[config.mk]
export PLATFORM = sky130hd
export DESIGN_NAME = slot_scheduler_flat
export DESIGN_NICKNAME = d
export VERILOG_FILES = /design/src/rtl/slot_scheduler_pkg.sv /design/src/rtl/slot_scheduler_if.sv /design/src/rtl/slot_scheduler.sv /design/src/flat_wrapper.sv
export SDC_FILE = /design/constraint.sdc
export NUM_CORES = 1
export LEC_CHECK = 0
export CAP_MARGIN = 10
export CORE_UTILIZATION = 29
export CTS_CLUSTER_DIAMETER = 120
export DETAILED_ROUTE_END_ITERATION = 8
export PLACE_DENSITY = 0.52
export SLEW_MARGIN = 25
export SYNTH_ARGS = -nofsm -noshare
export SYNTH_HDL_FRONTEND = slang
export SYNTH_SLANG_ARGS = --single-unit
[constraint.sdc]
create_clock -name i_clk -period 3.6 [get_ports i_clk]
set_input_delay 0.9 -clock i_clk [delete_from_list [all_inputs] [get_ports i_clk]]
set_output_delay 0.9 -clock i_clk [all_outputs]
set_load 0.01 [all_outputs]
[src/rtl/slot_scheduler_pkg.sv]
// Shared SSRNet slot-timing definitions: FSM encoding and default timing constants
// reused by the slot scheduler, OCS controller and ToR benches.
package slot_scheduler_pkg;

  typedef enum logic [1:0] {
    ST_IDLE   = 2'd0,
    ST_CONFIG = 2'd1,
    ST_DATA   = 2'd2
  } slot_state_t;

  localparam logic [31:0] DEF_CONFIG_DELAY = 32'h0000_0960;
  localparam logic [31:0] DEF_SLOT_LEN     = 32'h0000_5CD0;

endpackage

[src/rtl/slot_scheduler_if.sv]
// Control/status bundle between a slot-scheduler owner (master) and the scheduler (slave).
interface slot_scheduler_if #(
  parameter int unsigned P_SLOT_W = 1
);

  logic                i_start;
  logic                i_stop;
  logic                i_resync;
  logic [P_SLOT_W-1:0] o_slot_id;
  logic                o_slot_start;
  logic                o_cfg_window;
  logic                o_tx_window;
  logic [31:0]         o_slot_cnt;
  logic                o_running;

  modport master (
    output i_start, i_stop, i_resync,
    input  o_slot_id, o_slot_start, o_cfg_window, o_tx_window, o_slot_cnt, o_running
  );

  modport slave (
    input  i_start, i_stop, i_resync,
    output o_slot_id, o_slot_start, o_cfg_window, o_tx_window, o_slot_cnt, o_running
  );

endinterface

[src/rtl/slot_scheduler.sv]
// Time-slot sequencer for the OCS fabric: each slot is a reconfiguration guard
// (CONFIG) followed by a data phase (DATA); slot_id fans out to switches and ToRs.
module slot_scheduler
  import slot_scheduler_pkg::*;
#(
  parameter logic [31:0] P_CONFIG_DELAY = DEF_CONFIG_DELAY,
  parameter logic [31:0] P_SLOT_LEN     = DEF_SLOT_LEN,
  parameter int unsigned P_SLOT_NUM     = 2,
  parameter int unsigned P_SLOT_W       = 1
) (
  input  logic             i_clk,
  input  logic             i_rst_n,
  slot_scheduler_if.slave  io
);

  if (!((P_SLOT_LEN > P_CONFIG_DELAY) && (P_CONFIG_DELAY >= 32'd1))) begin : g_bad_timing
    $error("slot_scheduler: need P_SLOT_LEN > P_CONFIG_DELAY >= 1");
  end
  if (((64'd1 << P_SLOT_W) < 64'(P_SLOT_NUM)) || (P_SLOT_NUM < 1)) begin : g_bad_slot_w
    $error("slot_scheduler: P_SLOT_W too narrow for P_SLOT_NUM");
  end

  localparam logic [P_SLOT_W-1:0] LP_LAST_ID = P_SLOT_W'(P_SLOT_NUM - 1);
  localparam logic [31:0]         LP_LAST_CNT = P_SLOT_LEN - 32'd1;

  slot_state_t         r_state;
  logic [P_SLOT_W-1:0] r_slot_id;
  logic [31:0]         r_slot_cnt;
  logic                r_slot_start;
  logic                r_cfg_window;
  logic                r_tx_window;
  logic                r_running;
  logic                r_stop_pend;

  logic                w_last_cnt;
  logic                w_cfg_end;
  logic [31:0]         w_cnt_inc;
  logic [P_SLOT_W-1:0] w_next_id;

  assign w_cnt_inc  = r_slot_cnt + 32'd1;
  assign w_last_cnt = (r_slot_cnt == LP_LAST_CNT);
  assign w_cfg_end  = (w_cnt_inc == P_CONFIG_DELAY);
  assign w_next_id  = (r_slot_id == LP_LAST_ID) ? '0 : r_slot_id + 1'b1;

  always_ff @(posedge i_clk or negedge i_rst_n) begin
    if (!i_rst_n) begin
      r_state      <= ST_IDLE;
      r_slot_id    <= '0;
      r_slot_cnt   <= '0;
      r_slot_start <= 1'b0;
      r_cfg_window <= 1'b0;
      r_tx_window  <= 1'b0;
      r_running    <= 1'b0;
      r_stop_pend  <= 1'b0;
    end else begin
      r_slot_start <= 1'b0;
      case (r_state)
        ST_IDLE: begin
          // A simultaneous stop vetoes the start.
          if (io.i_start && !io.i_stop) begin
            r_state      <= ST_CONFIG;
            r_slot_id    <= '0;
            r_slot_cnt   <= '0;
            r_slot_start <= 1'b1;
            r_cfg_window <= 1'b1;
            r_tx_window  <= 1'b0;
            r_running    <= 1'b1;
          end
          r_stop_pend <= 1'b0;
        end
        default: begin
          if (io.i_resync) begin
            r_state      <= ST_CONFIG;
            r_slot_id    <= '0;
            r_slot_cnt   <= '0;
            r_slot_start <= 1'b1;
            r_cfg_window <= 1'b1;
            r_tx_window  <= 1'b0;
            r_stop_pend  <= 1'b0;
          end else if (w_last_cnt) begin
            // A stop seen on the final cycle still ends the run at this boundary.
            if (r_stop_pend || io.i_stop) begin
              r_state      <= ST_IDLE;
              r_slot_id    <= '0;
              r_slot_cnt   <= '0;
              r_cfg_window <= 1'b0;
              r_tx_window  <= 1'b0;
              r_running    <= 1'b0;
            end else begin
              r_state      <= ST_CONFIG;
              r_slot_id    <= w_next_id;
              r_slot_cnt   <= '0;
              r_slot_start <= 1'b1;
              r_cfg_window <= 1'b1;
              r_tx_window  <= 1'b0;
            end
            r_stop_pend <= 1'b0;
          end else begin
            r_slot_cnt <= w_cnt_inc;
            if (io.i_stop) begin
              r_stop_pend <= 1'b1;
            end
            if ((r_state == ST_CONFIG) && w_cfg_end) begin
              r_state      <= ST_DATA;
              r_cfg_window <= 1'b0;
              r_tx_window  <= 1'b1;
            end
          end
        end
      endcase
    end
  end

  assign io.o_slot_id    = r_slot_id;
  assign io.o_slot_cnt   = r_slot_cnt;
  assign io.o_slot_start = r_slot_start;
  assign io.o_cfg_window = r_cfg_window;
  assign io.o_tx_window  = r_tx_window;
  assign io.o_running    = r_running;

endmodule

[src/flat_wrapper.sv]
// flat-port wrapper written by rule: the top's interface ports become plain ports
module slot_scheduler_flat import slot_scheduler_pkg::*;
#(
  parameter logic [31:0] P_CONFIG_DELAY = DEF_CONFIG_DELAY,
  parameter logic [31:0] P_SLOT_LEN     = DEF_SLOT_LEN,
  parameter int unsigned P_SLOT_NUM     = 2,
  parameter int unsigned P_SLOT_W       = 1
)
  (i_clk, i_rst_n, io_i_start, io_i_stop, io_i_resync, io_o_slot_id, io_o_slot_start, io_o_cfg_window, io_o_tx_window, io_o_slot_cnt, io_o_running);
  slot_scheduler_if #(.P_SLOT_W(P_SLOT_W)) io_i ();
  input  logic i_clk;
  input  logic i_rst_n;
  input wire logic [$bits(io_i.i_start)-1:0] io_i_start;
  input wire logic [$bits(io_i.i_stop)-1:0] io_i_stop;
  input wire logic [$bits(io_i.i_resync)-1:0] io_i_resync;
  output wire logic [$bits(io_i.o_slot_id)-1:0] io_o_slot_id;
  output wire logic [$bits(io_i.o_slot_start)-1:0] io_o_slot_start;
  output wire logic [$bits(io_i.o_cfg_window)-1:0] io_o_cfg_window;
  output wire logic [$bits(io_i.o_tx_window)-1:0] io_o_tx_window;
  output wire logic [$bits(io_i.o_slot_cnt)-1:0] io_o_slot_cnt;
  output wire logic [$bits(io_i.o_running)-1:0] io_o_running;
  assign io_i.i_start = io_i_start;
  assign io_i.i_stop = io_i_stop;
  assign io_i.i_resync = io_i_resync;
  assign io_o_slot_id = io_i.o_slot_id;
  assign io_o_slot_start = io_i.o_slot_start;
  assign io_o_cfg_window = io_i.o_cfg_window;
  assign io_o_tx_window = io_i.o_tx_window;
  assign io_o_slot_cnt = io_i.o_slot_cnt;
  assign io_o_running = io_i.o_running;
  slot_scheduler #(.P_CONFIG_DELAY(P_CONFIG_DELAY), .P_SLOT_LEN(P_SLOT_LEN), .P_SLOT_NUM(P_SLOT_NUM), .P_SLOT_W(P_SLOT_W)) u_core (.i_clk(i_clk), .i_rst_n(i_rst_n), .io(io_i));
endmodule
==> results by group, run 1 <==
STA
  • Fmax: 362.0 MHz
  • Worst Max-Slew Pin Slew: 0.5636 ns
  • Setup TNS: 0 ns
  • Final hold slack: 0.5005 ns
  • Period utilization: 76.73%
  • Slew Limit Fails: 0
  • Setup Skew: 0.01415 ns
  • RSZ-0062 raised after global routing: false
  • Worst slew margin: 62.08%
  • Fin worst setup slack: 0.8376 ns
  • Min Tclk post-route: 2.762 ns
  • Fin. Hold Viols: 0
  • Setup violators final: 0

Die
  • Effective utilization at floorplan: 29.90%
  • Full die area: 0.009331 sq mm
  • Die H: 96.60 um
  • Row count: 34
  • # IOs: 42
  • Die Wd: 96.60 um
  • Core area: 0.008678 sq mm

Worst setup path
  • Crit Path Max Fanout: 13
  • CP Capture Type: flip-flop
  • Kind of start point of the critical path: flip-flop
  • Data arrival time of the worst path: 2.95 ns
  • Setup Crit Path Kind: flip-flop to flip-flop
  • Worst Path Required: 3.79 ns

Synthesis
  • Post-synthesis simple-gate area fraction: 32.69%
  • Post-synth EDFFs: 0
  • Mapped cell area: 0.002595 sq mm
  • Synth area leader: dfrtp_1
  • FF+latch count, synth: 38
  • Yosys top cell area share: 36.64%
  • Synthesized Nets: 325
  • Asr flop ratio synth: 100.0%
  • Post-Syn Area per Cell: 8.135 sq um
  • Post-Synth Adder-Cell Area: 0.4822%
  • Synth area leaders: dfrtp_1 37%, o21ai_0 9.3%, nand2_1 6.5%
  • Synth Instances: 319
  • Compound-Gate Fraction of Synth Area: 19.91%
  • Synth top cells by count: 48 x o21ai_0, 45 x nand2_1, 38 x dfrtp_1, 19 x nor2_1, 17 x nand4_1
  • Most used DFF post-synth: dfrtp_1
  • Most frequent cell after synthesis: o21ai_0
  • Syn. warnings: 0
  • Post-synthesis xor/xnor area fraction: 4.050%
  • Post-synth cell types: 47
  • Sequential area share after synthesis: 36.64%
  • Main combinational cell family by area after synthesis: simple AND/OR/NAND/NOR gates
  • Post-synthesis mux area share: 1.591%

Drt
  • ANT nets after route: 0
  • DRC violation count after routing: 0
  • WL final: 7933 um
  • DR pass1 iterations: 5
  • Total number of vias: 2552
  • DR vias/cell: 5.596
  • Wire per inst: 17.40 um
  • Initial detailed-routing violation count: 150

Power and ir drop
  • Lkg Pwr: 1.204 nW
  • P per Cell Area: 373.0 mW/mm^2
  • VDD IR max: 0.0002496 V

Hold path
  • Worst Hold Class: flip-flop to flip-flop

Cells and area
  • Area Overhead vs Synth: 22.28%
  • Final core utilization: 36.56%
  • Design area: 0.003173 sq mm
  • ANT cells: 0
  • Fin nets: 353
  • # fillers: 920
  • Share of layout cells above drive strength 1: 7.759%

Clocking
  • CTS buffer count: 5
  • Setup Fix Bufs, Post-CTS: 0
  • PostCTS Resize Cnt: 0
  • Clock root cell: clkbuf_8
  • CTS Hold Bufs: 0
  • Clk slew on worst S/H paths: 0.09 ns
  • Clock buffer depth: 2
  • Clock tree sinks: 38
  • Latest clock arrival within the worst-skew pair: 0.30 ns
  • CTS tree: yes
  • H-tree Lvls: 2

Global route
  • Largest net degree at the start of global routing: 39
  • Gr usage total: 18.44%
  • Initial antenna violation count: 0
  • Gr ovfl total: 0
  • First-pass GRT wire length: 13010 um
  • Vias in the first global route: 2381

Outcome
  • Outcome: finished, final reports clean

Placed design
  • IO buf count: 41
  • Placed Area: 0.003062 sq mm
  • Placer Congestion: 0.8356
  • DPL Wire Length: 5395 um
  • Dpl ws: 0.8691 ns

Job
  • Max Cap Viol: 0
cell families (layout without fill, tap and decap cells):
| logic type | Yosys count | in the layout |
|---|---|---|
| AOI/OAI and AO/OA | 87 | 87 |
| and+or+nand+nor | 150 | 150 |
| xor gates and xnor gates | 12 | 12 |
| DFF | 38 | 38 |
| muxes | 4 | 4 |
| buffers and inverters | 27 | 56 |
| adders and majority gates | 1 | 1 |
flip-flops by register name, indices dropped and copies added, names as in the netlist:
| register | flops |
|---|---|
| u_core.r_state | 2 |
| u_core.io.o_slot_start | 1 |
| u_core.r_stop_pend | 1 |
| u_core.io.o_running | 1 |
| u_core.io.o_slot_id | 1 |
| u_core.io.o_slot_cnt | 32 |
layer usage:
layer	track usage, %	vias up	wire, um
met5	0	-	0
met4	4.657	0	76
met3	2.347	8	367
met2	27.35	90	3497
met1	27.96	1222	3991
li1	-	1232	-
critical path, cell delays in order, from the launching register on:
cell and delay [ns]:
dfrtp_1 0.46, ha_1 0.27, nand3_2 0.31, nor4_4 0.65
nand3_2 0.18, o31ai_2 0.25, nand4_1 0.13, nor4_2 0.30
o21bai_1 0.10
report_power, final:
group / total [mW] / switching, mW / internal, mW
clock network: 0.379 / 0.174 / 0.205
registers: 0.481 / 0.0306 / 0.450
logic: 0.324 / 0.204 / 0.121
total: 1.18 / 0.409 / 0.775
area by class of cell:
class                   count  area (sq um)  share of cell area (%)
clock buffers               5         68.82                   2.169
clock inverters             3         40.04                   1.262
inverters                   3         11.26                  0.3549
multi-input cells         254          1529                   48.19
flip-flops and latches     38         950.9                   29.97
well taps                 108         135.1                   4.259
repair buffers             45         437.9                   13.80
final timing paths:
kind	to	startpoint	cells past startpoint	slack [ns]
max	u_core.r_state[0]	u_core.io.o_slot_cnt[1]	8	0.84
min	u_core.io.o_slot_id	u_core.io.o_slot_id	1	0.50
max reg2reg	u_core.r_state[0]	u_core.io.o_slot_cnt[1]	8	0.84
min reg2reg	u_core.io.o_slot_id	u_core.io.o_slot_id	1	0.50
max in group asynchronous	u_core.io.o_slot_cnt[19]	i_rst_n	1	2.67
min in group asynchronous	u_core.r_stop_pend	i_rst_n	1	0.56
layout by cell type, fill, tap and decap left out, types with 2 or more instances in the layout:
cell type / instances
a21o_1: 3
a21oi_1: 9
a22o_1: 2
a31oi_1: 4
and2_1: 6
and3_1: 7
and4_1: 3
buf_4: 5
clkbuf_8: 5
clkdlybuf4s50_1: 40
clkinv_2: 2
dfrtp_1: 38
inv_1: 3
mux2i_1: 3
nand2_1: 45
nand2b_1: 5
nand3_1: 14
nand3_2: 2
nand3b_1: 2
nand4_1: 17
nand4_2: 2
nor2_1: 19
nor3_1: 7
nor3_2: 2
nor3b_1: 2
nor4_1: 5
nor4_2: 2
nor4_4: 2
o21ai_0: 48
o31ai_1: 14
or3_1: 2
xnor2_1: 6
xor2_1: 6
metrics by stage:
step | power (mW) | cells
after detailed placement | 0.8130 | 448
after global placement | 0.8103 | 448
final | 1.184 | 456
after CTS | 1.194 | 456
after floorplan | 0.6778 | 319
after global routing | 1.251 | 456
Power figures use the tool's default switching activity.
==> inputs of run 2 (changes only) <==
clock period = 2.7 ns   (was 3.6 ns; I/O delays follow)
==> results by group, run 2 (synthesized netlist as in run 1, its figures left out) <==
STA
  • Worst Max-Slew Pin Slew: 0.8875 ns
  • Slew Limit Fails: 0
  • Fmax: 405.7 MHz
  • Setup Skew: 0.004245 ns
  • RSZ-0062 raised after global routing: false
  • Worst slew margin: 40.83%
  • Setup violators final: 0
  • Period utilization: 91.29%
  • Min Tclk post-route: 2.465 ns
  • Fin. Hold Viols: 0
  • Setup TNS: 0 ns

Clocking
  • CTS buffer count: 5
  • Clock tree sinks: 38
  • H-tree Lvls: 2
  • Clk slew on worst S/H paths: 0.08 ns
  • Clock root cell: clkbuf_8
  • CTS Hold Bufs: 0
  • CTS tree: yes
  • Latest clock arrival within the worst-skew pair: 0.29 ns
  • Clock buffer depth: 2

Worst setup path
  • Kind of start point of the critical path: flip-flop
  • Data arrival time of the worst path: 2.64 ns
  • CP Capture Type: flip-flop
  • Crit Path Max Fanout: 7
  • Reg2reg path depth: 8
  • Worst Path Required: 2.87 ns
  • Setup Crit Path Kind: flip-flop to flip-flop

Cells and area
  • Most frequent cells in the layout: 48 x o21ai_0, 45 x nand2_1, 40 x clkdlybuf4s50_1
  • Largest register FFs: 32
  • Design area: 0.003336 sq mm
  • Area Overhead vs Synth: 28.54%
  • ANT cells: 0
  • # fillers: 901
  • Share of layout cells above drive strength 1: 13.55%
  • Most common cell after layout, fill and taps aside: o21ai_0
  • Fin nets: 374

Job
  • Max Cap Viol: 0

Drt
  • Initial detailed-routing violation count: 224
  • Metal2 WL: 3500 um
  • Wire per inst: 16.75 um
  • DR pass1 iterations: 4
  • Total number of vias: 2553
  • Metal3 WL: 287 um
  • ANT nets after route: 0
  • DRC violation count after routing: 0
  • Met1 Wirelength: 4109 um
  • DR vias/cell: 5.352
  • WL final: 7990 um
  • Top Metal Used: met4

Die
  • Full die area: 0.009331 sq mm
  • Core area: 0.008678 sq mm
  • Die H: 96.60 um
  • Die Wd: 96.60 um
  • Effective utilization at floorplan: 29.90%
  • Row count: 34
  • # IOs: 42

Hold path
  • Worst Hold Class: input pin to async pin

Global route
  • Gr ovfl total: 0
  • First-pass GRT wire length: 13170 um
  • Gr usage total: 18.63%
  • Largest net degree at the start of global routing: 39
  • Initial antenna violation count: 0
  • Vias in the first global route: 2448

Power and ir drop
  • Lkg Pwr: 1.311 nW
  • P per Cell Area: 477.9 mW/mm^2
  • VDD IR max: 0.0003093 V

Placed design
  • IO buf count: 41
  • DPL Wire Length: 5768 um
  • Placed Area: 0.003219 sq mm
  • Placer Congestion: 0.9047

Outcome
  • Outcome: finished, final reports clean
==> run 2: cell types whose count changed in the layout (fill, tap and decap cells not counted), sizes merged <==
| cell | change |
|---|---|
| buf | +21 |
==> run 2: metal layers <==
| layer | global-route usage [%] | vias to the layer above |
|---|---|---|
| li1 | - | 1272 |
| met4 | 6.495 | 0 |
| met1 | 27.97 | 1218 |
| met2 | 27.00 | 57 |
| met3 | 2.504 | 6 |
| met5 | 0 | - |
==> run 2: report_power, final <==
group / switching, mW / leakage (nW) / internal, mW / total (mW)
clock network: 0.220 / 0.0579 / 0.272 / 0.493
logic: 0.281 / 0.735 / 0.179 / 0.460
registers: 0.0400 / 0.518 / 0.601 / 0.641
total: 0.541 / 1.31 / 1.05 / 1.59
==> run 2: final cells by class <==
cell class / instances / area [sq um] / area share [%]
Sequential cell: 38 / 952.2 / 28.54
Tap cell: 108 / 135.1 / 4.051
Inverter: 3 / 11.26 / 0.3376
Multi-Input combinational cell: 254 / 1535 / 46.02
Clock inverter: 3 / 40.04 / 1.200
Clock buffer: 5 / 68.82 / 2.063
Timing Repair Buffer: 66 / 593.1 / 17.78
==> run 2: final timing paths <==
check	to	slack [ns]	from
setup / recovery	u_core.r_state[0]	0.24	u_core.io.o_slot_cnt[1]
setup reg to reg	u_core.r_state[0]	0.24	u_core.io.o_slot_cnt[1]
max in group asynchronous	u_core.io.o_slot_cnt[0]	1.59	i_rst_n
min in group i_clk	u_core.io.o_slot_id	0.50	u_core.io.o_slot_id
hold / removal	u_core.io.o_running	0.50	i_rst_n
hold reg to reg	u_core.io.o_slot_id	0.50	u_core.io.o_slot_id
==> run 2: critical path, cell delays in order (launching register included) <==
cell      delay, ns
dfrtp_1        0.46
ha_1           0.27
nand3_2        0.21
nor3_2         0.36
nand4_1        0.26
xnor2_1        0.21
nand4_1        0.12
nor4_2         0.37
o21bai_1       0.10
==> run 2: what timing repair did <==
item	in CTS	in global routing
resized for setup	0	2
setup buffers	0	0
setup endpoints to repair	0	2
==> run 2: through the flow <==
step | instances | hold WS (ns) | utilization (%) | power [mW] | setup WS [ns]
final | 477 | 0.4955 | 38.44 | 1.594 | 0.2351
after global routing | 477 | 0.5272 | 38.44 | 1.685 | 0.002352
after global placement | 469 | 0.4853 | 37.10 | 1.110 | 0.1757
after detailed placement | 469 | 0.4949 | 37.10 | 1.111 | 0.1846
after CTS | 477 | 0.5064 | 38.35 | 1.611 | 0.1672
after floorplan | 319 | 0.3794 | - | 0.9037 | 0.4225
